$ cat src/rtl/escalar_pkg.sv
// Shared types for the escalar ALU scheduler: opcodes, flag layout and FSM states.
package escalar_pkg;

  typedef enum logic [2:0] {
    ADD = 3'd0,
    SUB = 3'd1,
    MUL = 3'd2,
    SLL = 3'd3,
    AND = 3'd4,
    OR  = 3'd5
  } alu_op_t;

  typedef struct packed {
    logic zero;
    logic carry;
    logic ovf;
    logic neg;
    logic eq;
    logic bgt;
  } alu_flags_t;

  typedef enum logic [1:0] {
    IDLE = 2'd0,
    EXEC = 2'd1,
    RESP = 2'd2
  } sched_state_t;

  localparam int OP_W    = 3;
  localparam int FLAGS_W = 6;

  // Opcodes 6 and 7 have no ALU function behind them.
  function automatic logic op_is_legal(input logic [OP_W-1:0] op);
    return (op <= 3'd5);
  endfunction

endpackage

$ cat src/rtl/escalar_alu_sched_rr_arbiter.sv
// Round-robin arbiter: grants the first pending requester strictly after i_ptr, wrapping.
module rr_arbiter #(
  parameter int N_REQ = 2,
  parameter int IW    = $clog2(N_REQ)
) (
  input  logic [N_REQ-1:0] i_req,
  input  logic [IW-1:0]    i_ptr,
  input  logic             i_en,
  output logic [N_REQ-1:0] o_gnt,
  output logic [IW-1:0]    o_idx,
  output logic             o_any
);

  int            w_cand;
  logic [IW-1:0] w_cand_idx;

  always_comb begin
    o_gnt      = '0;
    o_idx      = '0;
    o_any      = 1'b0;
    w_cand     = 0;
    w_cand_idx = '0;
    for (int k = 1; k <= N_REQ; k++) begin
      w_cand     = (int'(i_ptr) + k) % N_REQ;
      w_cand_idx = IW'(w_cand);
      if (i_en && !o_any && i_req[w_cand_idx]) begin
        o_any             = 1'b1;
        o_idx             = w_cand_idx;
        o_gnt[w_cand_idx] = 1'b1;
      end
    end
  end

endmodule

$ cat src/rtl/escalar_alu_sched.sv
// Shares one external combinational ALU between N_REQ requesters; one op in flight,
// MUL held on the ALU inputs for MUL_LAT cycles, result returned on a tagged response.
module escalar_alu_sched
  import escalar_pkg::*;
#(
  parameter int N_REQ   = 2,
  parameter int W       = 32,
  parameter int MUL_LAT = 2,
  localparam int IW     = $clog2(N_REQ)
) (
  input  logic               i_clk,
  input  logic               i_rst,
  input  logic [N_REQ-1:0]   i_req_valid,
  output logic [N_REQ-1:0]   o_req_ready,
  input  logic [N_REQ*3-1:0] i_req_op,
  input  logic [N_REQ*W-1:0] i_req_a,
  input  logic [N_REQ*W-1:0] i_req_b,
  input  logic [N_REQ-1:0]   i_req_cin,
  output logic [2:0]         o_alu_op,
  output logic [W-1:0]       o_alu_a,
  output logic [W-1:0]       o_alu_b,
  output logic               o_alu_cin,
  input  logic [W-1:0]       i_alu_result,
  input  logic [5:0]         i_alu_flags,
  output logic               o_rsp_valid,
  input  logic               i_rsp_ready,
  output logic [IW-1:0]      o_rsp_id,
  output logic [W-1:0]       o_rsp_result,
  output logic [5:0]         o_rsp_flags,
  output logic               o_rsp_err,
  output logic               o_busy
);

  localparam int CW = (MUL_LAT > 1) ? $clog2(MUL_LAT) : 1;

  sched_state_t r_state;
  logic [IW-1:0] r_rr_ptr;
  logic [CW-1:0] r_cnt;
  logic [2:0]    r_alu_op;
  logic [W-1:0]  r_alu_a;
  logic [W-1:0]  r_alu_b;
  logic          r_alu_cin;
  logic          r_rsp_valid;
  logic [IW-1:0] r_rsp_id;
  logic [W-1:0]  r_rsp_result;
  alu_flags_t    r_rsp_flags;
  logic          r_rsp_err;
  logic          r_busy;

  logic [2:0]    w_op [N_REQ];
  logic [W-1:0]  w_a  [N_REQ];
  logic [W-1:0]  w_b  [N_REQ];
  logic          w_idle;
  logic          w_gnt_any;
  logic [IW-1:0] w_gnt_idx;
  logic [2:0]    w_sel_op;

  for (genvar gi = 0; gi < N_REQ; gi++) begin : g_unpack
    assign w_op[gi] = i_req_op[gi*3 +: 3];
    assign w_a[gi]  = i_req_a[gi*W +: W];
    assign w_b[gi]  = i_req_b[gi*W +: W];
  end

  assign w_idle   = (r_state == IDLE);
  assign w_sel_op = w_op[w_gnt_idx];

  rr_arbiter #(.N_REQ(N_REQ), .IW(IW)) u_arb (
    .i_req (i_req_valid),
    .i_ptr (r_rr_ptr),
    .i_en  (w_idle),
    .o_gnt (o_req_ready),
    .o_idx (w_gnt_idx),
    .o_any (w_gnt_any)
  );

  always_ff @(posedge i_clk or posedge i_rst) begin
    if (i_rst) begin
      r_state      <= IDLE;
      r_rr_ptr     <= IW'(N_REQ - 1);
      r_cnt        <= '0;
      r_alu_op     <= '0;
      r_alu_a      <= '0;
      r_alu_b      <= '0;
      r_alu_cin    <= 1'b0;
      r_rsp_valid  <= 1'b0;
      r_rsp_id     <= '0;
      r_rsp_result <= '0;
      r_rsp_flags  <= '0;
      r_rsp_err    <= 1'b0;
      r_busy       <= 1'b0;
    end else begin
      case (r_state)
        IDLE: begin
          if (w_gnt_any) begin
            r_rr_ptr  <= w_gnt_idx;
            r_rsp_id  <= w_gnt_idx;
            r_alu_op  <= w_sel_op;
            r_alu_a   <= w_a[w_gnt_idx];
            r_alu_b   <= w_b[w_gnt_idx];
            r_alu_cin <= i_req_cin[w_gnt_idx];
            r_busy    <= 1'b1;
            if (op_is_legal(w_sel_op)) begin
              r_cnt   <= (w_sel_op == MUL) ? CW'(MUL_LAT - 1) : '0;
              r_state <= EXEC;
            end else begin
              // Illegal opcode never reaches the ALU; answer immediately with an error.
              r_rsp_result <= '0;
              r_rsp_flags  <= '0;
              r_rsp_err    <= 1'b1;
              r_rsp_valid  <= 1'b1;
              r_state      <= RESP;
            end
          end
        end
        EXEC: begin
          if (r_cnt == '0) begin
            r_rsp_result <= i_alu_result;
            r_rsp_flags  <= alu_flags_t'(i_alu_flags);
            r_rsp_err    <= 1'b0;
            r_rsp_valid  <= 1'b1;
            r_state      <= RESP;
          end else begin
            r_cnt <= r_cnt - 1'b1;
          end
        end
        RESP: begin
          if (i_rsp_ready) begin
            r_rsp_valid <= 1'b0;
            r_busy      <= 1'b0;
            r_state     <= IDLE;
          end
        end
        default: r_state <= IDLE;
      endcase
    end
  end

  assign o_alu_op     = r_alu_op;
  assign o_alu_a      = r_alu_a;
  assign o_alu_b      = r_alu_b;
  assign o_alu_cin    = r_alu_cin;
  assign o_rsp_valid  = r_rsp_valid;
  assign o_rsp_id     = r_rsp_id;
  assign o_rsp_result = r_rsp_result;
  assign o_rsp_flags  = r_rsp_flags;
  assign o_rsp_err    = r_rsp_err;
  assign o_busy       = r_busy;

endmodule
$ cat config.mk
export PLATFORM = sky130hd
export DESIGN_NAME = escalar_alu_sched
export DESIGN_NICKNAME = d
export VERILOG_FILES = /design/src/rtl/escalar_pkg.sv /design/src/rtl/escalar_alu_sched_rr_arbiter.sv /design/src/rtl/escalar_alu_sched.sv
export SDC_FILE = /design/constraint.sdc
export NUM_CORES = 1
export LEC_CHECK = 0
export CAP_MARGIN = 5
export CORE_UTILIZATION = 35
export DETAILED_ROUTE_END_ITERATION = 10
export GPL_ROUTABILITY_DRIVEN = 0
export PLACE_DENSITY_LB_ADDON = 0.05
export SYNTH_ARGS = -nofsm -noshare
export SYNTH_HDL_FRONTEND = slang
export SYNTH_SLANG_ARGS = --single-unit
$ cat constraint.sdc
create_clock -name i_clk -period 3.8 [get_ports i_clk]
set_clock_uncertainty 0.15 [all_clocks]
set_input_delay 0.76 -clock i_clk [delete_from_list [all_inputs] [get_ports i_clk]]
set_output_delay 0.76 -clock i_clk [all_outputs]
set_load 0.02 [all_outputs]
==> flow_metrics.py <==
metrics = {
    "status": {
        "status": "completed",
    },
    "detailed_routing": {
        "first_pass_iters": 4,
        "final_antenna_net_count": 0,
        "wl_per_cell_um": 15.2,
        "post_drt_via_cell_ratio": 4.59,
        "via_count": 4568,
        "drc": 0,
        "drt-total-wl_um": 15100,
        "drt_iter0_drc": 217,
    },
    "sta": {
        "worst_slew_pin_slew_ns": 0.809,
        "setup_tns_ns": 0,
        "rsz0062_at_grt": "false",
        "maxSlewViolCount": 0,
        "setup_viol": 0,
        "slew_headroom_pct": 46.0,
        "fmax_mhz": 310,
        "period_share_pct": 84.9,
        "hold_viol_final": 0,
        "finalCriticalPeriod_ns": 3.23,
        "setup_slack_ns": 0.573,
    },
    "critical_path": {
        "critical_path_class": "primary input to primary output",
        "r2r_slack_ns": 1.12,
        "crit_slowest_cell": "clkdlybuf4s50_1",
        "critPathMaxStageDelay_ns": 0.63,
        "r2r_start": "r_state[0]",
        "crit_family": "buffers and inverters",
        "cp.buffers_inverters": 3,
        "rr_endpoint": "o_rsp_result[17]",
        "cp_max_fo": 4,
        "crit_arrival_ns": 2.32,
        "endpoint_kind": "primary output",
        "crit_required_ns": 2.89,
        "crit_chain": "clkdlybuf4s50_1, nand2_1, nand3_4, inv_2, clkdlybuf4s50_1",
        "r2r_cells": 7,
        "crit_path_frequent_cell": "clkdlybuf4s50_1",
        "start_kind": "primary input",
        "crit_start": "i_req_valid[0]",
    },
    "floorplan": {
        "die_w_um": 125,
        "initial_core_util_pct": 36.1,
        "core_sq_um": 14600,
        "die_area_sq_um": 15500,
        "rows": 44,
        "io_pins": 291,
        "die_h_um": 125,
    },
    "synthesis": {
        "synth-warning-count": 0,
        "yosysMostFrequentCell": "nand2_1",
        "synth-main-ff-cell": "dfrtp_1",
        "yosys-top-cells-count": "119 x nand2_1, 113 x dfrtp_1, 109 x mux2i_1, 70 x o21ai_0, 46 x inv_1",
        "syn_avg_cell_area_sq_um": 10.2,
        "ys_types": 26,
        "synth_cells": 516,
        "synth.largest_area_cell": "dfrtp_1",
        "synth.cell_area_sq_um": 5260,
        "synth_edf_count": 0,
        "synth.area.top_cells": "dfrtp_1 54%, mux2i_1 21%, nand2_1 8.5%, o21ai_0 6.7%, inv_1 3.3%",
        "yosysTopAreaCellShare_pct": 53.8,
        "syn-num-nets": 698,
        "ys_seq_elements": 114,
        "ys_seq_area_share_pct": 54.3,
        "async_reset_ff_share_pct": 100,
    },
    "hold_path": {
        "min_from": "r_rr_ptr",
        "holdPathStages": 2,
        "hp-class": "register to register",
        "min_to": "r_rr_ptr",
    },
    "placed_design": {
        "post_dp_cell_area_sq_um": 8380,
        "port_buffers": 290,
        "pre_cts_slack_ns": 0.486,
        "dp.cells": 964,
        "hpwl_um": 11200,
    },
    "cts": {
        "insertion_delay_ns": 0.40,
        "clk_pin_slew_ns": 0.05,
        "ctsResizeCount": 0,
        "clock-sinks": 114,
        "cts_setup_buffers": 0,
        "cts_buffers": 17,
        "clock-root-buffer": "clkbuf_16",
        "cts_hold_buf": 0,
        "clock_path_buffers": 2,
        "cts_tree": "built",
        "htreeDepth": 4,
    },
    "final_layout": {
        "n_antenna_cell": 0,
        "drive_gt1_share_pct": 5.54,
        "fin_nets": 981,
        "design_area_sq_um": 8960,
        "area_growth_pct": 70.3,
        "final_cells": 996,
    },
    "job": {
        "drv_cap": 0,
    },
    "global_route": {
        "grt_pass1_wl_um": 24500,
        "grt_max_degree": 115,
        "antenna_found_initial": 0,
        "gr-usage-all-layers_pct": 20.3,
        "grt_overflow": 0,
        "grt_pass1_vias": 4885,
    },
    "power_and_ir_drop": {
        "ir_drop_uv": 354,
        "p_per_area_nw_per_um2": 757,
        "leakagePower_uw": 0.00428,
    },
}
==> kinds of logic (layout without fill, tap and decap cells) <==
kind of cell,count (synthesis),in the layout,synth area share [%]
AO/OA/AOI/OAI,79,79,8.14
adder cells (fa/ha/maj),3,3,0.714
multiplexers,110,110,21.0
flip-flops,114,114,54.3
buffers and inverters,80,376,6.42
AND/OR/NAND/NOR,130,130,9.51
==> metrics by stage <==
step / total power, uW / utilization (%) / hold WS [ns]
floorplan: 3830 / - / 0.296
global placement: 5220 / 57.4 / 0.311
detailed placement: 5310 / 57.4 / 0.314
CTS: 6880 / 61.4 / 0.323
global route: 7210 / 61.4 / 0.348
finish: 6790 / 61.4 / 0.324
==> cells in the final DEF (no fill, tap or decap) <==
cell type,count
a211oi_1,2
a21oi_1,1
a221o_1,2
a22o_1,1
and2_1,2
buf_12,5
buf_4,2
bufinv_16,2
clkbuf_1,1
clkbuf_16,17
clkbuf_8,3
clkdlybuf4s50_1,290
clkinv_2,7
clkinvlp_4,3
dfrtp_1,113
dfstp_2,1
ha_1,3
inv_1,45
inv_2,1
mux2_2,1
mux2i_1,109
nand2_1,119
nand3_2,1
nand3_4,1
nand4_1,1
nor2_1,5
nor2b_1,1
o2111ai_1,1
o21ai_0,69
o21ai_4,1
o311a_1,1
o32a_1,1
==> worst min-delay path, delay by kind of cell, from the launching register on <==
family / cells / cell delay, ns
flip-flops: 1 / 0.38
AND/OR/NAND/NOR: 2 / 0.09
==> how the worst max path moves through the flow <==
stage,end,slack (ns),cells after the start
floorplan,o_alu_a[0],1.51,1
global placement,o_req_ready[1],0.59,4
detailed placement,o_rsp_result[17],0.49,6
CTS,o_req_ready[1],0.58,5
global route,o_req_ready[0],0.47,5
finish,o_req_ready[1],0.57,5
==> state kept, by name, indices dropped and copies added, names as in the netlist <==
| register | flops |
|---|---|
| o_alu_op | 3 |
| o_alu_cin | 1 |
| r_cnt | 1 |
| o_busy | 1 |
| o_alu_a | 32 |
| o_rsp_err | 1 |
| r_state | 2 |
| o_alu_b | 32 |
| o_rsp_id | 1 |
| o_rsp_valid | 1 |
| r_rr_ptr | 1 |
| o_rsp_flags | 6 |
| o_rsp_result | 32 |
==> metal layers <==
metal	vias to the layer above	routed length, um	GRT usage, %
li1	2267	-	-
met1	2097	5970	21.8
met2	186	7600	35.4
met3	18	1270	7.82
met4	0	256	8.50
met5	-	0	0
==> power by group <==
group | internal [uW] | switching, uW | leakage [uW] | total, uW
logic | 1540 | 1760 | 0.00255 | 3300
clock network | 1010 | 533 | 0.000288 | 1540
registers | 1700 | 249 | 0.00145 | 1950
==> layout make-up <==
cell class / instances / area, sq um
inverter: 47 / 180
multi-input combinational: 322 / 2100
fill: 1237 / 5630
clock buffer: 21 / 470
timing repair buffer: 297 / 3020
tap: 184 / 230
sequential: 114 / 2850
clock inverter: 11 / 110
(Power assumes the default switching activity.)
==> patch 1: new RTL, config.mk and constraints unchanged <==
Put one more register stage on the output `o_rsp_flags`. The value now appears one clock later. The other outputs are not delayed to match.
--- a/src/rtl/escalar_alu_sched.sv
+++ b/src/rtl/escalar_alu_sched.sv
@@ -144,3 +144,5 @@
   assign o_rsp_result = r_rsp_result;
-  assign o_rsp_flags  = r_rsp_flags;
+  always_ff @(posedge i_clk) begin
+    o_rsp_flags <= r_rsp_flags;
+  end
   assign o_rsp_err    = r_rsp_err;
Check against the original RTL: not equivalent (a bounded check fails within 4 cycles, from zero or initial values and one cycle with i_rst high).
==> patch 1 against the unedited design <==
Core utilization increased by 0.11 points; sequential cell count increased by 6; setup slack got worse by 0.0067 ns; design area increased by 1.3%; register-to-register slack improved by 0.44 ns; global-route usage decreased by 0.28 points; power increased by 3.7%; synthesized area increased by 2.3%; clock power increased by 8%; routed wire length increased by 0.50%; critical endpoint unchanged; largest cell class unchanged.
==> patch 1: results <==
run_status:
  run_status: "finished clean"
yosys:
  synth_cells: 522
  synth_cell_types: 27
  synth_nets: 704
  yosysSeqAreaShare_pct: 55.3
  ys_top_cells_by_area: "dfrtp_1 (53%), mux2i_1 (20%), nand2_1 (8.3%), o21ai_0 (6.5%), inv_1 (3.2%)"
  async_flop_share_pct: 95.0
power:
  irDropWorstVdd_uv: 445
  p_leak_nw: 4.33
setup_path:
  worstPathArrival_ns: 2.32
  cp_max_fo: 6
global_routing:
  grt_pass1_vias: 4834
  grt_max_degree: 76
  grt_pass1_wl_mm: 24.4
  antenna_found_initial: 0
  grtUsageTotal_pct: 20.0
place:
  dp_hpwl_mm: 11.3
  dpl_cell_area_um2: 8460
  dp_cells: 970
clock_tree:
  numCtsBuffers: 17
  cts_root_buf: "clkbuf_16"
timing:
  slew_headroom_pct: 45.8
  hold_violations: 0
drt:
  wire_per_inst_um: 15.1
  drtIter0Drc: 126
  routed_via_density: 4.62
  drt-total-wl_mm: 15.2
cells_and_area:
  nNetsFinal: 987
  drive_gt1_share_pct: 5.13
-- patch 1: changes by cell type in the layout (fill, tap and decap cells not counted) --
cell | unedited run | this run
clkbuf_1 | 1 | 4
buf_4 | 2 | 5
clkbuf_8 | 3 | 2
clkinvlp_4 | 3 | 2
buf_12 | 5 | 2
clkinv_2 | 7 | 4
bufinv_16 | 2 | 4
dfxtp_1 | 0 | 6
-- patch 1: layout make-up --
cell class	instances	area, um2
repair buffers	297	2980
flip-flops and latches	120	2970
fillers	1225	5680
clock buffers	23	468
well taps	184	230
inverters	47	180
multi-input cells	322	2100
clock inverters	9	148
-- patch 1: critical path: stages --
cell             delay [ns]
clkdlybuf4s50_1        0.67
nand3_4                0.14
inv_2                  0.11
clkdlybuf4s50_1        0.64
-- patch 1: stage by stage --
stage / setup WS [ns] / hold WS, ns
CTS: 0.565 / 0.212
floorplan: 1.51 / 0.197
finish: 0.566 / 0.212
global route: 0.489 / 0.223
detailed placement: 0.565 / 0.202
global placement: 0.598 / 0.202
-- patch 1: where the power goes --
group	switching, mW	internal [mW]
Clock	0.536	1.13
Combinational	1.78	1.56
Sequential	0.246	1.79
Total	2.57	4.47
-- patch 1: path summary, 6_finish.rpt --
path | from | to | slack, ns | cells past startpoint
setup / recovery | i_req_valid[1] | o_req_ready[1] | 0.57 | 4
hold / removal | r_rsp_flags[0] | o_rsp_flags[0] | 0.21 | 0
setup reg to reg | r_state[0] | o_rsp_result[2] | 1.56 | 7
hold reg to reg | r_rsp_flags[0] | o_rsp_flags[0] | 0.21 | 0
max in group asynchronous | i_rst | o_alu_b[0] | 2.11 | 3
min in group asynchronous | i_rst | o_rsp_result[20] | 0.79 | 3
-- patch 1: logic make-up (layout without fill, tap and decap cells) --
kind of cell	count (synthesis)	in the layout	synth area share (%)
AND/OR/NAND/NOR	130	130	9.30
flip-flops	120	120	55.3
multiplexers	110	110	20.5
buffers and inverters	80	376	6.28
AO/OA/AOI/OAI	79	79	7.95
adder cells (fa/ha/maj)	3	3	0.698
-- patch 1: metal layers --
| metal | global-route usage, % | up-vias | part of all wire, % |
|---|---|---|---|
| li1 | - | 2287 | - |
| met2 | 35.8 | 190 | 51 |
| met1 | 21.3 | 2136 | 39 |
| met3 | 8.24 | 16 | 8.4 |
| met5 | 0 | - | 0 |
| met4 | 6.38 | 0 | 1.1 |
==> patch 2: new RTL, same flow settings <==
Without the edit above. `N_REQ` is set to 2 in 2 places; all go to 4.
--- a/src/rtl/escalar_alu_sched_rr_arbiter.sv
+++ b/src/rtl/escalar_alu_sched_rr_arbiter.sv
@@ -2,3 +2,3 @@
 module rr_arbiter #(
-  parameter int N_REQ = 2,
+  parameter int N_REQ = 4,
   parameter int IW    = $clog2(N_REQ)
--- a/src/rtl/escalar_alu_sched.sv
+++ b/src/rtl/escalar_alu_sched.sv
@@ -5,3 +5,3 @@
 #(
-  parameter int N_REQ   = 2,
+  parameter int N_REQ   = 4,
   parameter int W       = 32,
Interface: changed (7 resized); port bits go from 291 to 432. No check against the original RTL was run, so the function may have changed too.
==> patch 2 against the unedited design <==
Synthesized area rose by 37%; setup slack got worse by 0.47 ns; sequential cell count rose by 2; cell count rose by 72%; largest cell class unchanged; power rose by 53%; routed wire length rose by 82%; design area rose by 40%; combinational power rose by 99%.
==> patch 2: results <==
yosys:
  synth_nets: 1343
  yosysSeqAreaShare_pct: 40.3
  ys_top_cells_by_area: "dfrtp_1 (40%), nand2_1 (13%), nor2_1 (11%), o21ai_0 (8.7%), mux2i_1 (6.2%)"
  synth_cell_types: 40
  synth_common_cells: "nand2_1 (258), nor2_1 (206), o21ai_0 (125)"
  yosys.area_share.adder_pct: 1.21
  synth_compound_area_share_pct: 13.4
global_routing:
  antenna_found_initial: 1
  global_route.usage.met1_pct: 30.8
  use_met3_pct: 5.77
  grt_max_degree: 73
  grtUsageMet2_pct: 45.6
  grt_pass1_vias: 7871
drt:
  dr_total_vias: 8118
  met1_length_mm: 10.9
  dr_wl_met3_mm: 1.73
  wl_met2_mm: 13.8
  first_pass_iters: 5
  drtIter0Drc: 434
power:
  swShare_pct: 45.3
  combPwrFrac_pct: 63.4
  irDropWorstVdd_uv: 572
  p_leak_nw: 5.52
  switching_power_mw: 4.70
cells_and_area:
  fillers: 1878
  nNetsFinal: 1751
  drive_gt1_share_pct: 5.97
setup_path:
  slowest_delay_ns: 0.52
  worstPathArrival_ns: 2.79
  cp_max_fo: 7
run_status:
  run_status: "finished clean"
place:
  dp_hpwl_mm: 21.0
==> patch 2: changes by cell type after synthesis, sizes merged, moves of 3 or more <==
cell	before	now
mux2	1	6
mux2i	109	45
a21o	0	3
ha	3	7
o21ai	70	139
nor2	5	207
a222oi	0	5
nand3	2	67
nand2	119	258
a21oi	1	7
clkbuf	11	50
buf	22	27
inv	47	53
a22o	1	5
==> patch 2: cell families after synthesis <==
| kind of cell | after synthesis |
|---|---|
| compound gates | 172 |
| mux | 53 |
| flops | 116 |
| buf+inv | 130 |
| fa+ha+maj | 7 |
| simple gates | 541 |
==> patch 2: repair_timing <==
action | CTS | global route
pin swaps | 0 | 4
hold buffers | 0 | 0
endpoints found under the hold margin | 0 | 0
gates resized for setup | 6 | 6
endpoints found under the setup margin | 4 | 3
==> patch 2: through the flow <==
stage	cell area (um2)	std cells	util (%)	setup WS (ns)
floorplan	7220	1019	-	0.506
global placement	11900	1678	58.9	-0.0564
detailed placement	11900	1678	58.9	-0.112
CTS	12500	1710	61.9	0.0762
global route	12500	1711	61.8	0.0167
finish	12500	1711	61.8	0.104
==> patch 2: cell type report <==
type,count,area share [%]
repair buffers,466,37.3
clock buffers,19,3.62
flip-flops and latches,116,23.2
diodes,1,0.0200
clock inverters,13,1.07
well taps,270,2.70
multi-input cells,773,30.4
inverters,53,1.62
==> patch 2: path summary, 6_finish.rpt <==
check                                   end   startpoint  slack, ns  depth (start not counted)
max                          o_req_ready[3]  r_rr_ptr[0]       0.10                         10
min                             o_rsp_id[0]  o_rsp_id[0]       0.32                          2
max reg2reg                     o_alu_b[28]  r_rr_ptr[0]       0.54                         11
min reg2reg                     o_rsp_id[0]  o_rsp_id[0]       0.32                          2
max in group asynchronous       r_rr_ptr[1]        i_rst       2.06                          3
min in group asynchronous  o_rsp_result[10]        i_rst       0.69                          2
